$ cat src/rtl/branch_pkg.sv
`default_nettype none
// ============================================================================
// Module   : branch_pkg
// Purpose  : Condition codes, flag bit positions and FSM state encodings
//            shared by the branch condition unit.
// Revision : 1.0  initial release
// ============================================================================
package branch_pkg;

   localparam logic [3:0] COND_AL = 4'd0;
   localparam logic [3:0] COND_EQ = 4'd1;
   localparam logic [3:0] COND_NE = 4'd2;
   localparam logic [3:0] COND_CS = 4'd3;
   localparam logic [3:0] COND_CC = 4'd4;
   localparam logic [3:0] COND_MI = 4'd5;
   localparam logic [3:0] COND_PL = 4'd6;
   localparam logic [3:0] COND_VS = 4'd7;
   localparam logic [3:0] COND_VC = 4'd8;
   localparam logic [3:0] COND_GT = 4'd9;
   localparam logic [3:0] COND_GE = 4'd10;
   localparam logic [3:0] COND_LT = 4'd11;
   localparam logic [3:0] COND_LE = 4'd12;
   localparam logic [3:0] COND_HI = 4'd13;
   localparam logic [3:0] COND_LS = 4'd14;
   localparam logic [3:0] COND_NV = 4'd15;

   localparam int FLAG_Z = 3;
   localparam int FLAG_S = 2;
   localparam int FLAG_C = 1;
   localparam int FLAG_V = 0;

   localparam logic [1:0] S_IDLE = 2'd0;
   localparam logic [1:0] S_WAIT = 2'd1;
   localparam logic [1:0] S_EVAL = 2'd2;
   localparam logic [1:0] S_RESP = 2'd3;

endpackage
`default_nettype wire

$ cat src/rtl/cond_eval.sv
`default_nettype none
// ============================================================================
// Module   : cond_eval
// Purpose  : Combinational evaluation of a 4-bit condition code against the
//            {Z,S,C,V} flags.
// Revision : 1.0  initial release
// ============================================================================
module cond_eval
   import branch_pkg::*;
(
   input  logic [3:0] cond,
   input  logic [3:0] flags,
   output logic       taken
);

   logic w_z, w_s, w_c, w_v;

   assign w_z = flags[FLAG_Z];
   assign w_s = flags[FLAG_S];
   assign w_c = flags[FLAG_C];
   assign w_v = flags[FLAG_V];

   always_comb begin
      taken = 1'b0;
      case (cond)
         COND_AL: taken = 1'b1;
         COND_EQ: taken = w_z;
         COND_NE: taken = ~w_z;
         COND_CS: taken = w_c;
         COND_CC: taken = ~w_c;
         COND_MI: taken = w_s;
         COND_PL: taken = ~w_s;
         COND_VS: taken = w_v;
         COND_VC: taken = ~w_v;
         COND_GT: taken = ~w_z & (w_s == w_v);
         COND_GE: taken = (w_s == w_v);
         COND_LT: taken = (w_s != w_v);
         COND_LE: taken = w_z | (w_s != w_v);
         COND_HI: taken = w_c & ~w_z;
         COND_LS: taken = ~w_c | w_z;
         COND_NV: taken = 1'b0;
         default: taken = 1'b0;
      endcase
   end

endmodule
`default_nettype wire

$ cat src/rtl/branch_cond_unit.sv
`default_nettype none
// ============================================================================
// Module   : branch_cond_unit
// Purpose  : Holds a conditional-branch request until the flags settle, then
//            issues a one-cycle PC load. Define BR_STATS_EN for counters.
// Revision : 1.0  initial release
// ============================================================================
module branch_cond_unit
   import branch_pkg::*;
#(
   parameter int PC_W  = 8,
   parameter int CNT_W = 8
) (
   input  logic            clk,
   input  logic            rst,
   input  logic            br_valid,
   output logic            br_ready,
   input  logic [3:0]      br_cond,
   input  logic [PC_W-1:0] br_target,
   input  logic [PC_W-1:0] br_pc,
   input  logic [3:0]      flag_reg,
   input  logic            alu_2_data,
   input  logic            flag_busy,
   output logic            pc_load,
   output logic [PC_W-1:0] pc_next,
   output logic            br_taken,
   output logic            flush
`ifdef BR_STATS_EN
   ,
   output logic [CNT_W-1:0] stat_total,
   output logic [CNT_W-1:0] stat_taken
`endif
);

   localparam logic [PC_W-1:0] c_pc_one = {{(PC_W-1){1'b0}}, 1'b1};

   logic [1:0]      r_state, w_state_nxt;
   logic [3:0]      r_cond;
   logic [PC_W-1:0] r_target, r_fall;
   logic [PC_W-1:0] r_pc_next, w_pc_next_nxt;
   logic            r_br_taken, w_br_taken_nxt;
   logic            r_pc_load, w_pc_load_nxt;
   logic            r_flush, w_flush_nxt;
   logic            w_hazard, w_accept, w_taken;

   assign w_hazard = alu_2_data | flag_busy;
   assign w_accept = (r_state == S_IDLE) & br_valid;

   cond_eval u_cond_eval (
      .cond  (r_cond),
      .flags (flag_reg),
      .taken (w_taken)
   );

   always_ff @(posedge clk or negedge rst) begin
      if (!rst) r_state <= S_IDLE;
      else      r_state <= w_state_nxt;
   end

   // AL and NV do not depend on flags, so they never need to wait.
   always_comb begin
      w_state_nxt = r_state;
      case (r_state)
         S_IDLE: if (br_valid)
                    w_state_nxt = (w_hazard && br_cond != COND_AL && br_cond != COND_NV)
                                  ? S_WAIT : S_EVAL;
         S_WAIT: if (!w_hazard) w_state_nxt = S_EVAL;
         S_EVAL: w_state_nxt = S_RESP;
         S_RESP: w_state_nxt = S_IDLE;
         default: w_state_nxt = S_IDLE;
      endcase
   end

   always_comb begin
      w_pc_next_nxt  = r_pc_next;
      w_br_taken_nxt = r_br_taken;
      w_pc_load_nxt  = 1'b0;
      w_flush_nxt    = 1'b0;
      if (r_state == S_EVAL) begin
         w_pc_next_nxt  = w_taken ? r_target : r_fall;
         w_br_taken_nxt = w_taken;
         w_pc_load_nxt  = 1'b1;
         w_flush_nxt    = w_taken;
      end
   end

   always_ff @(posedge clk or negedge rst) begin
      if (!rst) begin
         r_cond     <= 4'd0;
         r_target   <= '0;
         r_fall     <= '0;
         r_pc_next  <= '0;
         r_br_taken <= 1'b0;
         r_pc_load  <= 1'b0;
         r_flush    <= 1'b0;
      end else begin
         if (w_accept) begin
            r_cond   <= br_cond;
            r_target <= br_target;
            r_fall   <= br_pc + c_pc_one;
         end
         r_pc_next  <= w_pc_next_nxt;
         r_br_taken <= w_br_taken_nxt;
         r_pc_load  <= w_pc_load_nxt;
         r_flush    <= w_flush_nxt;
      end
   end

   assign br_ready = (r_state == S_IDLE);
   assign pc_load  = r_pc_load;
   assign pc_next  = r_pc_next;
   assign br_taken = r_br_taken;
   assign flush    = r_flush;

`ifdef BR_STATS_EN
   localparam logic [CNT_W-1:0] c_cnt_one = {{(CNT_W-1){1'b0}}, 1'b1};

   logic [CNT_W-1:0] r_stat_total, r_stat_taken;

   always_ff @(posedge clk or negedge rst) begin
      if (!rst) begin
         r_stat_total <= '0;
         r_stat_taken <= '0;
      end else if (r_state == S_EVAL) begin
         if (r_stat_total != '1)            r_stat_total <= r_stat_total + c_cnt_one;
         if (w_taken && r_stat_taken != '1) r_stat_taken <= r_stat_taken + c_cnt_one;
      end
   end

   assign stat_total = r_stat_total;
   assign stat_taken = r_stat_taken;
`else
   localparam int c_unused_cnt_w = CNT_W;
`endif

endmodule
`default_nettype wire
$ cat config.mk
export PLATFORM = sky130hd
export DESIGN_NAME = branch_cond_unit
export DESIGN_NICKNAME = d
export VERILOG_FILES = /design/src/rtl/branch_pkg.sv /design/src/rtl/cond_eval.sv /design/src/rtl/branch_cond_unit.sv
export SDC_FILE = /design/constraint.sdc
export NUM_CORES = 1
export LEC_CHECK = 0
export BUFFER_PORTS_ARGS = -buffer_cell sky130_fd_sc_hd__buf_4
export CAP_MARGIN = 5
export CORE_MARGIN = 2
export CORE_UTILIZATION = 33
export CTS_CLUSTER_DIAMETER = 30
export DETAILED_ROUTE_END_ITERATION = 16
export GPL_ROUTABILITY_DRIVEN = 0
export GPL_TIMING_DRIVEN = 0
export SETUP_SLACK_MARGIN = 0.4
export SLEW_MARGIN = 10
export SYNTH_ARGS = -nofsm -noshare
export SYNTH_HDL_FRONTEND = slang
export SYNTH_HIERARCHICAL = 1
export SYNTH_SLANG_ARGS = --single-unit
$ cat constraint.sdc
create_clock -name clk -period 1.7 [get_ports clk]
set_clock_uncertainty 0.15 [all_clocks]
set_input_delay 0.34 -clock clk [delete_from_list [all_inputs] [get_ports clk]]
set_output_delay 0.34 -clock clk [all_outputs]
set_load 0.01 [all_outputs]
==> results.ini, run 1 <==
[status]
status=finished, violations left
violations=setup timing

[yosys]
syn-num-nets=189
synth-async-reset-ratio=1.000
synth.distinct_cells=39
synth.avg_cell_area_um2=10.83
seq_area_frac_synth=0.4889
synth_edf_count=0
ys_ff_latch=33
syn_area_um2=1689
ys_warn_count=6
yosysMostFrequentCell=dfrtp_1
yosys.area.top_type_share=0.4889
ys_top_cells_by_count=dfrtp_1 (33), nor2_1 (15), mux2_1 (14), mux2i_1 (10), nand2_1 (10)
netlist_instances=156
synth_largest_area_cell=dfrtp_1
synth_area_leaders=dfrtp_1 (49%), mux2_1 (9.3%), mux2i_1 (5.9%), nor2_1 (3.3%), ha_1 (3.0%)
synth_ff_type=dfrtp_1

[global_route]
grt_overflow=0
grt_pass1_wl_um=6072
first_global_vias=1314
grt_util_all_layers=0.1425
antenna_found_initial=0
grt_max_degree=34

[detailed_routing]
final_antenna_net_count=0
first_iter_violations=43
drc=0
via_per_inst=4.727
post_drt_wl_per_cell_um=12.81
vias=1366
first_pass_iters=4
drt-total-wl_um=3703

[pwr]
p_leak_uw=0.001177
p_clk_frac=0.134
combPwrFrac=0.557
internal-power_uw=3155
p_switching_uw=1650
sw_frac_of_total=0.3433
peakVddDrop_mv=0.7046
power.density_nw_per_um2=1862
seqPwrFrac=0.309

[critical_path]
r2r_end=pc_next[1]$_DFFE_PN0P_
required_ps=1700
critPathArrivalTime_ps=1950
r2r_slack_ps=-250
critPathLaunchType=register
path_class=register to register
cp-end-kind=register
timing.rr.start=r_cond[0]$_DFFE_PN0P_
rr_worst_depth=8
path_max_fanout=9

[sta]
holdWs_ps=98.32
rsz0062_at_grt=true
tightest_slew_ps=441.1
fmax_ghz=0.5139
maxSlewViolCount=0
period_needed_ps=1946
setup_slack_ps=-245.9
hold_violations=0
relSlewSlack=0.7059
fin_crit_sh=1.145
setup_viol=10

[cells_and_area]
final_util=0.5150
drive_gt1_frac=0.4795
area_delta_synth_final_pct=52.74
fin_area_um2=2580
fin_cells=289
nets=251
antenna_cells=0
fillers=479

[hold_path]
holdPathEnd=r_fall[0]$_DFFE_PN0P_
min_from=br_pc[0]
whs_path_depth=2
hold_class=input pin to register

[placed_design]
portBuffers=40
placed_cell_area_um2=2182
dp_cells=266
dp_hpwl_um=2500

[floorplanning]
die_w_um=75.55
rows=26
dieArea_um2=5707
initial_core_util=0.3372
die-height_um=75.55
core_area_um2=5010
ioPinCount=41

[flow_run]
maxCapViolations=0

[clock_tree]
cts_buffers=5
clockBufferDepth=2
cts_sinks=33
clock_tree.root_cell=clkbuf_8
clkTransAtPathRegs_ps=60
clock_latency_ps=280
htree_levels=2
tritoncts=done

## worst max-delay path, cell delays in order (launching register included)
cell and delay, ps:
dfrtp_1 390, buf_6 150, and3b_1 240, nor3b_2 60
a211oi_2 200, a211o_1 190, buf_6 150, mux2i_1 200
a21oi_1 80
## layout make-up
class | instances | area [µm²] | area share
inverter | 3 | 13.76 | 0.005335
clock buffer | 7 | 96.34 | 0.03734
clock inverter | 1 | 5.005 | 0.001940
multi-input combinational | 112 | 945.9 | 0.3666
buffer | 8 | 107.6 | 0.04171
timing repair buffer | 55 | 496.7 | 0.1925
tap | 70 | 87.58 | 0.03395
sequential | 33 | 827.0 | 0.3206
## per-layer routing
metal,GRT usage,vias to the layer above,wire length (µm)
met2,0.2280,25,1848
met1,0.1853,654,1647
li1,-,682,-
met5,0,-,0
met4,0.04678,0,51
met3,0.04365,5,157
## logic make-up (layout without fill, tap and decap cells)
logic type,count (synthesis),count (layout),synth area share
adders and majority gates,4,4,0.02963
buffers and inverters,11,74,0.03259
muxes,26,26,0.1659
AOI/OAI and AO/OA,32,32,0.1185
xor gates and xnor gates,4,4,0.02074
DFF,33,33,0.4889
and+or+nand+nor,46,46,0.1437
## stage by stage
step	setup TNS, ps	setup WS [ps]	total power [µW]
2_1_floorplan	-686.8	-78.81	2935
3_3_place_gp	-2700	-291.4	3500
3_5_place_dp	-2571	-277.9	3527
4_1_cts	-2303	-255.2	4633
5_1_grt	-3394	-380.3	5155
6_report	-2147	-245.9	4805
## sequential cells by signal, summed over array words and instances (netlist names)
| register | cells |
|---|---|
| pc_next | 8 |
| flush | 1 |
| br_taken | 1 |
| r_target | 8 |
| pc_load | 1 |
| r_state | 2 |
| r_fall | 8 |
| r_cond | 4 |
## power by group through the flow
stage / registers, µW / logic [µW] / clock network, µW
after detailed placement: 1460 / 2060 / 0
after global routing: 1530 / 2940 / 682
after CTS: 1470 / 2500 / 659
final: 1490 / 2680 / 643
after floorplan: 1450 / 1480 / 0
after global placement: 1450 / 2050 / 0
## worst max path at each step
stage                          start                      to  slack (ps)  cells after the start
2_1_floorplan  r_cond[0]$_DFFE_PN0P_  pc_next[0]$_DFFE_PN0P_         -80                      8
3_3_place_gp   r_cond[0]$_DFFE_PN0P_  pc_next[5]$_DFFE_PN0P_        -290                      8
3_5_place_dp   r_cond[0]$_DFFE_PN0P_  pc_next[2]$_DFFE_PN0P_        -280                      8
4_1_cts        r_cond[0]$_DFFE_PN0P_  pc_next[2]$_DFFE_PN0P_        -260                      8
5_1_grt        r_cond[0]$_DFFE_PN0P_  pc_next[1]$_DFFE_PN0P_        -380                      8
6_report       r_cond[0]$_DFFE_PN0P_  pc_next[1]$_DFFE_PN0P_        -250                      8
## layout by cell type, fill, tap and decap left out, types with 2 or more instances in the layout
cell / instances
nand4_1: 2
a21oi_1: 9
mux2i_1: 10
clkbuf_16: 2
dfrtp_1: 32
nor2_2: 2
o21ai_1: 5
o21ai_0: 4
inv_2: 2
nand2_1: 5
xnor2_1: 2
mux2_1: 2
buf_6: 18
mux2_4: 13
a31oi_1: 3
xor2_1: 2
nand3_1: 3
nand3b_1: 2
buf_4: 37
nor2_1: 13
nand2_2: 3
nand2_4: 2
buf_12: 2
ha_1: 3
or3_1: 3
clkbuf_8: 7
## what timing repair did
item                                    in CTS  in global routing
hold buffers                                 1                  0
pin swaps                                    6                  1
setup buffers                                7                  6
gates resized for setup                     27                 15
hold endpoints to repair                    33                  0
endpoints found under the setup margin      37                 42
gates cloned                                 1                  0
Note: power is estimated with default switching activity, not from simulation.
==> inputs of run 2 (changes only) <==
==> constraint.sdc (replaced) <==
create_clock -name clk -period 2.5 [get_ports clk]
set_clock_uncertainty 0.15 [all_clocks]
set_input_delay 0.5 -clock clk [delete_from_list [all_inputs] [get_ports clk]]
set_output_delay 0.5 -clock clk [all_outputs]
set_load 0.01 [all_outputs]
==> run 2 against run 1 <==
  * The flow now finishes without violations
  * Cell area down 15%
  * Core utilization down 7.7 points
  * Sequential power down 35%
  * Largest cell class unchanged
  * Largest power group unchanged
  * Highest routed layer unchanged
==> results.ini, run 2 (synthesis results as in run 1) <==
[status]
status=completed

[detailed_routing]
drc=0  ; unchanged
first_iter_violations=51  ; +19%
via_per_inst=4.719  ; -0.16%
post_drt_wl_per_cell_um=12.37  ; -3.5%
drt-total-wl_um=3389  ; -8.5%
first_pass_iters=4  ; unchanged
final_antenna_net_count=0  ; unchanged
vias=1293  ; -5.3%

[pwr]
p_leak_uw=0.0009823  ; -17%
power.density_nw_per_um2=1197  ; -36%
peakVddDrop_mv=0.4880  ; -31%
total_power_uw=2628  ; -45%

[critical_path]
crit_family=compound AO/OA/AOI/OAI gates
cp-end-kind=register
path_class=register to register
crit_buf_inv=2  ; unchanged
crit_top_cell=buf_6
path_max_fanout=10  ; +1
critPathArrivalTime_ps=2010  ; +60 ps
crit_path_max_incr_delay_ps=360  ; -30 ps
path_cells=buf_6, and3b_1, a32oi_1, a211oi_2, a211o_1, buf_6, mux2_1
cp_slowest_cell=dfrtp_1
critPathLaunchType=register
required_ps=2510  ; +810 ps

[global_route]
grt_pass1_wl_um=5747  ; -5.4%
grt_max_degree=34  ; unchanged
first_global_vias=1258  ; -4.3%
antenna_found_initial=0  ; unchanged
grt_util_all_layers=0.1367  ; -0.005861
grt_overflow=0  ; unchanged

[cells_and_area]
fin_cells=274  ; -5.2%
final_util=0.4383  ; -0.07667
final_cell_mix=buf_4 (41), dfrtp_1 (32), nor2_1 (15)
antenna_cells=0  ; unchanged
drive_gt1_frac=0.3137  ; -0.1657
fillers=521  ; +8.8%
nets=236  ; -6.0%
fin_area_um2=2196  ; -15%
area_delta_synth_final_pct=30.00
final_common_cell=buf_4

[floorplanning]
dieArea_um2=5707  ; unchanged
ioPinCount=41  ; unchanged
core_area_um2=5010  ; unchanged
die_w_um=75.55  ; unchanged
die-height_um=75.55  ; unchanged
rows=26  ; unchanged
initial_core_util=0.3372  ; unchanged

[placed_design]
portBuffers=40  ; unchanged
dp_cells=266  ; unchanged
dp_hpwl_um=2483  ; -0.68%
placed_cell_area_um2=2077  ; -4.8%

[sta]
hold_violations=0  ; unchanged
period_needed_ps=1993  ; +46.87 ps
maxSlewViolCount=0  ; unchanged
rsz0062_at_grt=false
tightest_slew_ps=493.0  ; +51.86 ps
setup_viol=0  ; -10
fmax_ghz=0.5018  ; -2.4%
relSlewSlack=0.6714  ; -0.03457
setup_tns_ps=0  ; +2147 ps
fin_crit_sh=0.7971  ; -0.3475

[clock_tree]
clockBufferDepth=2  ; unchanged
htree_levels=2  ; unchanged
holdBufCountCts=0  ; -1
clock_latency_ps=280  ; about the same
cts_sinks=33  ; unchanged
clock_tree.root_cell=clkbuf_8
tritoncts=done
clkTransAtPathRegs_ps=70  ; about the same
cts_buffers=5  ; unchanged

[hold_path]
hold_class=input pin to async pin

[flow_run]
maxCapViolations=0  ; unchanged

## run 2: cell count changes in the layout (fill, tap and decap cells not counted), moves of 3 or more
cell     previous run  this run
buf_6              18         2
mux2_4             13         0
nand2_1             5        10
nand2_2             3         0
buf_4              37        41
mux2_1              2        14
inv_1               0         3
## run 2: path summary, 6_finish.rpt
| check | cells after the start | to | start | slack, ps |
|---|---|---|---|---|
| worst max-delay path | 7 | br_taken$_DFFE_PN0P_ | r_cond[0]$_DFFE_PN0P_ | 510 |
| worst min-delay path | 1 | r_fall[6]$_DFFE_PN0P_ | rst | 2 |
| worst max register to register | 7 | br_taken$_DFFE_PN0P_ | r_cond[0]$_DFFE_PN0P_ | 510 |
| worst min register to register | 1 | r_target[3]$_DFFE_PN0P_ | r_target[3]$_DFFE_PN0P_ | 330 |
| max in group asynchronous | 1 | r_cond[2]$_DFFE_PN0P_ | rst | 1870 |
| min in group clk | 2 | r_fall[0]$_DFFE_PN0P_ | br_pc[0] | 270 |
## run 2: area by class of cell
cell class | count | area [µm²] | share of cell area
multi-input cells | 112 | 832.0 | 0.3789
flip-flops and latches | 33 | 827.0 | 0.3766
repair buffers | 40 | 300.3 | 0.1368
well taps | 70 | 87.58 | 0.03989
clock buffers | 6 | 72.57 | 0.03305
plain buffers | 8 | 55.05 | 0.02507
inverters | 3 | 11.26 | 0.005128
clock inverters | 2 | 10.01 | 0.004558
## run 2: per-layer routing
metal	GRT usage	wire, µm
met1	0.1757	1643
met2	0.2184	1517
met3	0.03571	171
met4	0.05848	55
met5	0	0
## run 2: report_power, final
group	switching [µW]	internal (µW)
registers	162	809
logic	615	663
clock network	186	193
total	964	1660
## run 2: through the flow
stage,hold slack (ps),worst slack (ps)
2_1_floorplan,54.41,535.3
3_3_place_gp,317.4,293.7
3_5_place_dp,321.1,291.7
4_1_cts,14.73,459.1
5_1_grt,38.34,374.6
6_report,1.790,507.3
## run 2: what timing repair did
action / in CTS / in global routing
setup buffers: 0 / 0
pin swaps: 0 / 0
endpoints found under the setup margin: 9 / 12
resized for setup: 2 / 10
==> inputs of run 3 (changes only) <==
--- a/config.mk
+++ b/config.mk
@@ -5,6 +5,7 @@
 export SDC_FILE = /design/constraint.sdc
 export NUM_CORES = 1
 export LEC_CHECK = 0
+export ABC_AREA = 1
 export BUFFER_PORTS_ARGS = -buffer_cell sky130_fd_sc_hd__buf_4
 export CAP_MARGIN = 5
 export CORE_MARGIN = 2
==> constraint.sdc (replaced) <==
create_clock -name clk -period 1.71 [get_ports clk]
set_clock_uncertainty 0.15 [all_clocks]
set_input_delay 0.342 -clock clk [delete_from_list [all_inputs] [get_ports clk]]
set_output_delay 0.342 -clock clk [all_outputs]
set_load 0.01 [all_outputs]
==> run 3 against run 2 <==
  * Power up 79%
  * Non-clock buffer count up 20
  * Fmax is 20% higher
  * Sequential power rose by 53%
  * Sequential share of layout area down 6.9 points
  * Synthesized cell count grew 55%
  * Global-route usage grew 2.1 points
  * Cell area rose by 23%
  * Count of clock-buffer cells in the layout up 1
  * Sequential cell count unchanged
==> results.ini, run 3 <==
[status]
status=completed

[detailed_routing]
final_antenna_net_count=0  ; unchanged
vias=1723  ; +33%
first_pass_iters=4  ; unchanged
drc=0  ; unchanged
post_drt_wl_per_cell_um=11.45  ; -7.4%
via_per_inst=4.522  ; -4.2%
drt-total-wl_um=4362  ; +29%
first_iter_violations=79  ; +55%

[floorplanning]
rows=26  ; unchanged
initial_core_util=0.3432  ; +0.006070
die-height_um=77.12  ; +2.1%
dieArea_um2=5947  ; +4.2%
core_area_um2=5140  ; +2.6%
ioPinCount=41  ; unchanged
die_w_um=77.12  ; +2.1%

[placed_design]
dpl_worst_slack_ps=30.17  ; -261.5 ps
portBuffers=40  ; unchanged
placed_cell_area_um2=2173  ; +4.6%
dp_hpwl_um=2919  ; +18%

[pwr]
combPwrFrac=0.562  ; +0.076
sw_frac_of_total=0.3988  ; +0.03207
p_clk_frac=0.122  ; -0.022
seqPwrFrac=0.316  ; -0.054
p_leak_uw=0.001389  ; +41%
peakVddDrop_mv=0.9041  ; +85%
total_power_uw=4708  ; +79%
p_switching_uw=1877  ; +95%
internal-power_uw=2830  ; +70%
power.density_nw_per_um2=1750  ; +46%

[sta]
setup_tns_ps=0  ; unchanged
period_needed_ps=1659  ; -333.7 ps
setup_viol=0  ; unchanged
fin_crit_sh=0.9702  ; +0.1731
tightest_slew_ps=421.6  ; -71.35 ps
fmax_ghz=0.6028  ; +20%
setup_slack_ps=50.94  ; -456.3 ps
holdWs_ps=106.8  ; +105.0 ps
relSlewSlack=0.7189  ; +0.04757
hold_violations=0  ; unchanged
maxSlewViolCount=0  ; unchanged
rsz0062_at_grt=true

[cells_and_area]
area_delta_synth_final_pct=52.48
nets=344  ; +46%
final_cell_mix=nand2_1 (82), buf_4 (47), dfrtp_1 (31)
antenna_cells=0  ; unchanged
final_common_cell=nand2_1
drive_gt1_frac=0.3923  ; +0.07856
fillers=532  ; +2.1%
fin_area_um2=2690  ; +23%

[yosys]
syn_area_um2=1764  ; +4.4%
ys_ff_latch=33  ; unchanged
synth.avg_cell_area_um2=7.290  ; -33%
synth_area_leaders=dfrtp_1 (47%), nand2_1 (23%), nor2_1 (5.3%), inv_1 (4.7%), nand3_1 (4.5%)
seq_area_frac_synth=0.4681  ; -0.02080
yosysMostFrequentCell=nand2_1
synth_largest_area_cell=dfrtp_1
netlist_instances=242  ; +55%
synth-async-reset-ratio=1.000  ; unchanged
synth.distinct_cells=21  ; -46%
ys_top_cells_by_count=nand2_1 (106), dfrtp_1 (33), nor2_1 (25), inv_1 (22), nand3_1 (16)
synth_edf_count=0  ; unchanged
syn-num-nets=275  ; +46%
yosys.area.top_type_share=0.4681  ; -0.02080
synth_ff_type=dfrtp_1
ys_warn_count=6  ; unchanged

[critical_path]
path_max_fanout=10  ; unchanged
critPathArrivalTime_ps=1710  ; -300 ps
rr_worst_depth=12  ; +5
required_ps=1760  ; -750 ps
cp-end-kind=register
cp_slowest_cell=dfrtp_2
path_class=register to register
crit_top_cell=nand2_1
crit_path_max_incr_delay_ps=460  ; +100 ps
path_cells=nand2_1, inv_1, nand2_1, nand2_1, nand2_1, nand2_1, nor2_1, nand2_1, buf_6, inv_6, nand2_1, a31oi_1
critPathLaunchType=register

[global_route]
grt_overflow=0  ; unchanged
grt_util_all_layers=0.1573  ; +0.02065
grt_pass1_wl_um=7452  ; +30%
antenna_found_initial=0  ; unchanged
first_global_vias=1682  ; +34%
grt_max_degree=34  ; unchanged

[clock_tree]
clock_latency_ps=280  ; about the same
htree_levels=2  ; unchanged
clkTransAtPathRegs_ps=60  ; about the same
clockBufferDepth=2  ; unchanged
tritoncts=done
cts_buffers=5  ; unchanged
clock_tree.root_cell=clkbuf_8
cts_sinks=33  ; unchanged

[hold_path]
whs_path_depth=2
hold_class=input pin to register

[flow_run]
maxCapViolations=0  ; unchanged

[run 3: cell types whose count changed in the layout (fill, tap and decap cells not counted), moves of 6 or more]
cell,delta
inv_1,+16
nand3_1,+11
mux2i_1,-8
buf_4,+6
nand2_1,+72
mux2_1,-14
nand2_2,+19
nor2_1,+9
buf_6,+13
a21oi_1,-7
[run 3: through the flow]
stage / instances / util
2_1_floorplan: 242 / -
3_3_place_gp: 352 / 0.4228
3_5_place_dp: 352 / 0.4228
4_1_cts: 373 / 0.4905
5_1_grt: 381 / 0.5234
6_report: 381 / 0.5234
[run 3: kinds of logic after synthesis]
family	synth area share
AOI/OAI and AO/OA	0.06312
buffers and inverters	0.07660
DFF	0.4681
adders and majority gates	0.02837
and+or+nand+nor	0.3539
xor gates and xnor gates	0.009931
[run 3: power groups by stage]
stage               Combinational (µW)  Clock, µW  Sequential, µW
floorplan                         1240          0            1440
global placement                  1820          0            1440
detailed placement                1870          0            1440
CTS                               2320        584            1450
global route                      2940        619            1530
finish                            2650        576            1490
[run 3: worst max-delay path, delay by kind of cell (launching register included)]
family	cells	cell delay (ps)
simple gates	8	550
flops	1	460
buf+inv	3	290
compound gates	1	150
[run 3: final cells by class]
type	instances	area [µm²]	share of cell area
clock buffer	7	86.33	0.03209
inverter	24	102.6	0.03814
timing repair buffer	62	556.8	0.2070
buffer	6	75.07	0.02791
tap	70	87.58	0.03256
sequential	33	828.3	0.3079
multi-input combinational	179	953.4	0.3544
[run 3: per-layer routing]
layer / vias to the layer above / global-route usage / wire length [µm] / part of all wire
met3: 5 / 0.03412 / 184 / 0.042
met5: - / 0 / 0 / 0
met4: 0 / 0.05357 / 55 / 0.013
met1: 796 / 0.1951 / 1984 / 0.45
met2: 34 / 0.2711 / 2138 / 0.49
li1: 888 / - / - / -
[run 3: worst paths after layout]
path                                                 to                     from  slack (ps)
worst min register to register  r_target[3]$_DFFE_PN0P_  r_target[3]$_DFFE_PN0P_         340
min in group asynchronous        pc_next[4]$_DFFE_PN0P_                      rst         400
worst max-delay path             pc_next[6]$_DFFE_PN0P_    r_cond[1]$_DFFE_PN0P_          50
max in group asynchronous         r_cond[0]$_DFFE_PN0P_                      rst         680
worst max register to register   pc_next[6]$_DFFE_PN0P_    r_cond[1]$_DFFE_PN0P_          50
worst min-delay path              r_fall[0]$_DFFE_PN0P_                 br_pc[0]         110
[run 3: what timing repair did]
action	4_1_cts	5_1_grt
setup endpoints to repair	32	40
setup buffers	10	8
pin swaps	16	10
resized for setup	44	31
gates cloned	3	0
hold endpoints to repair	33	0
hold buffers	1	0
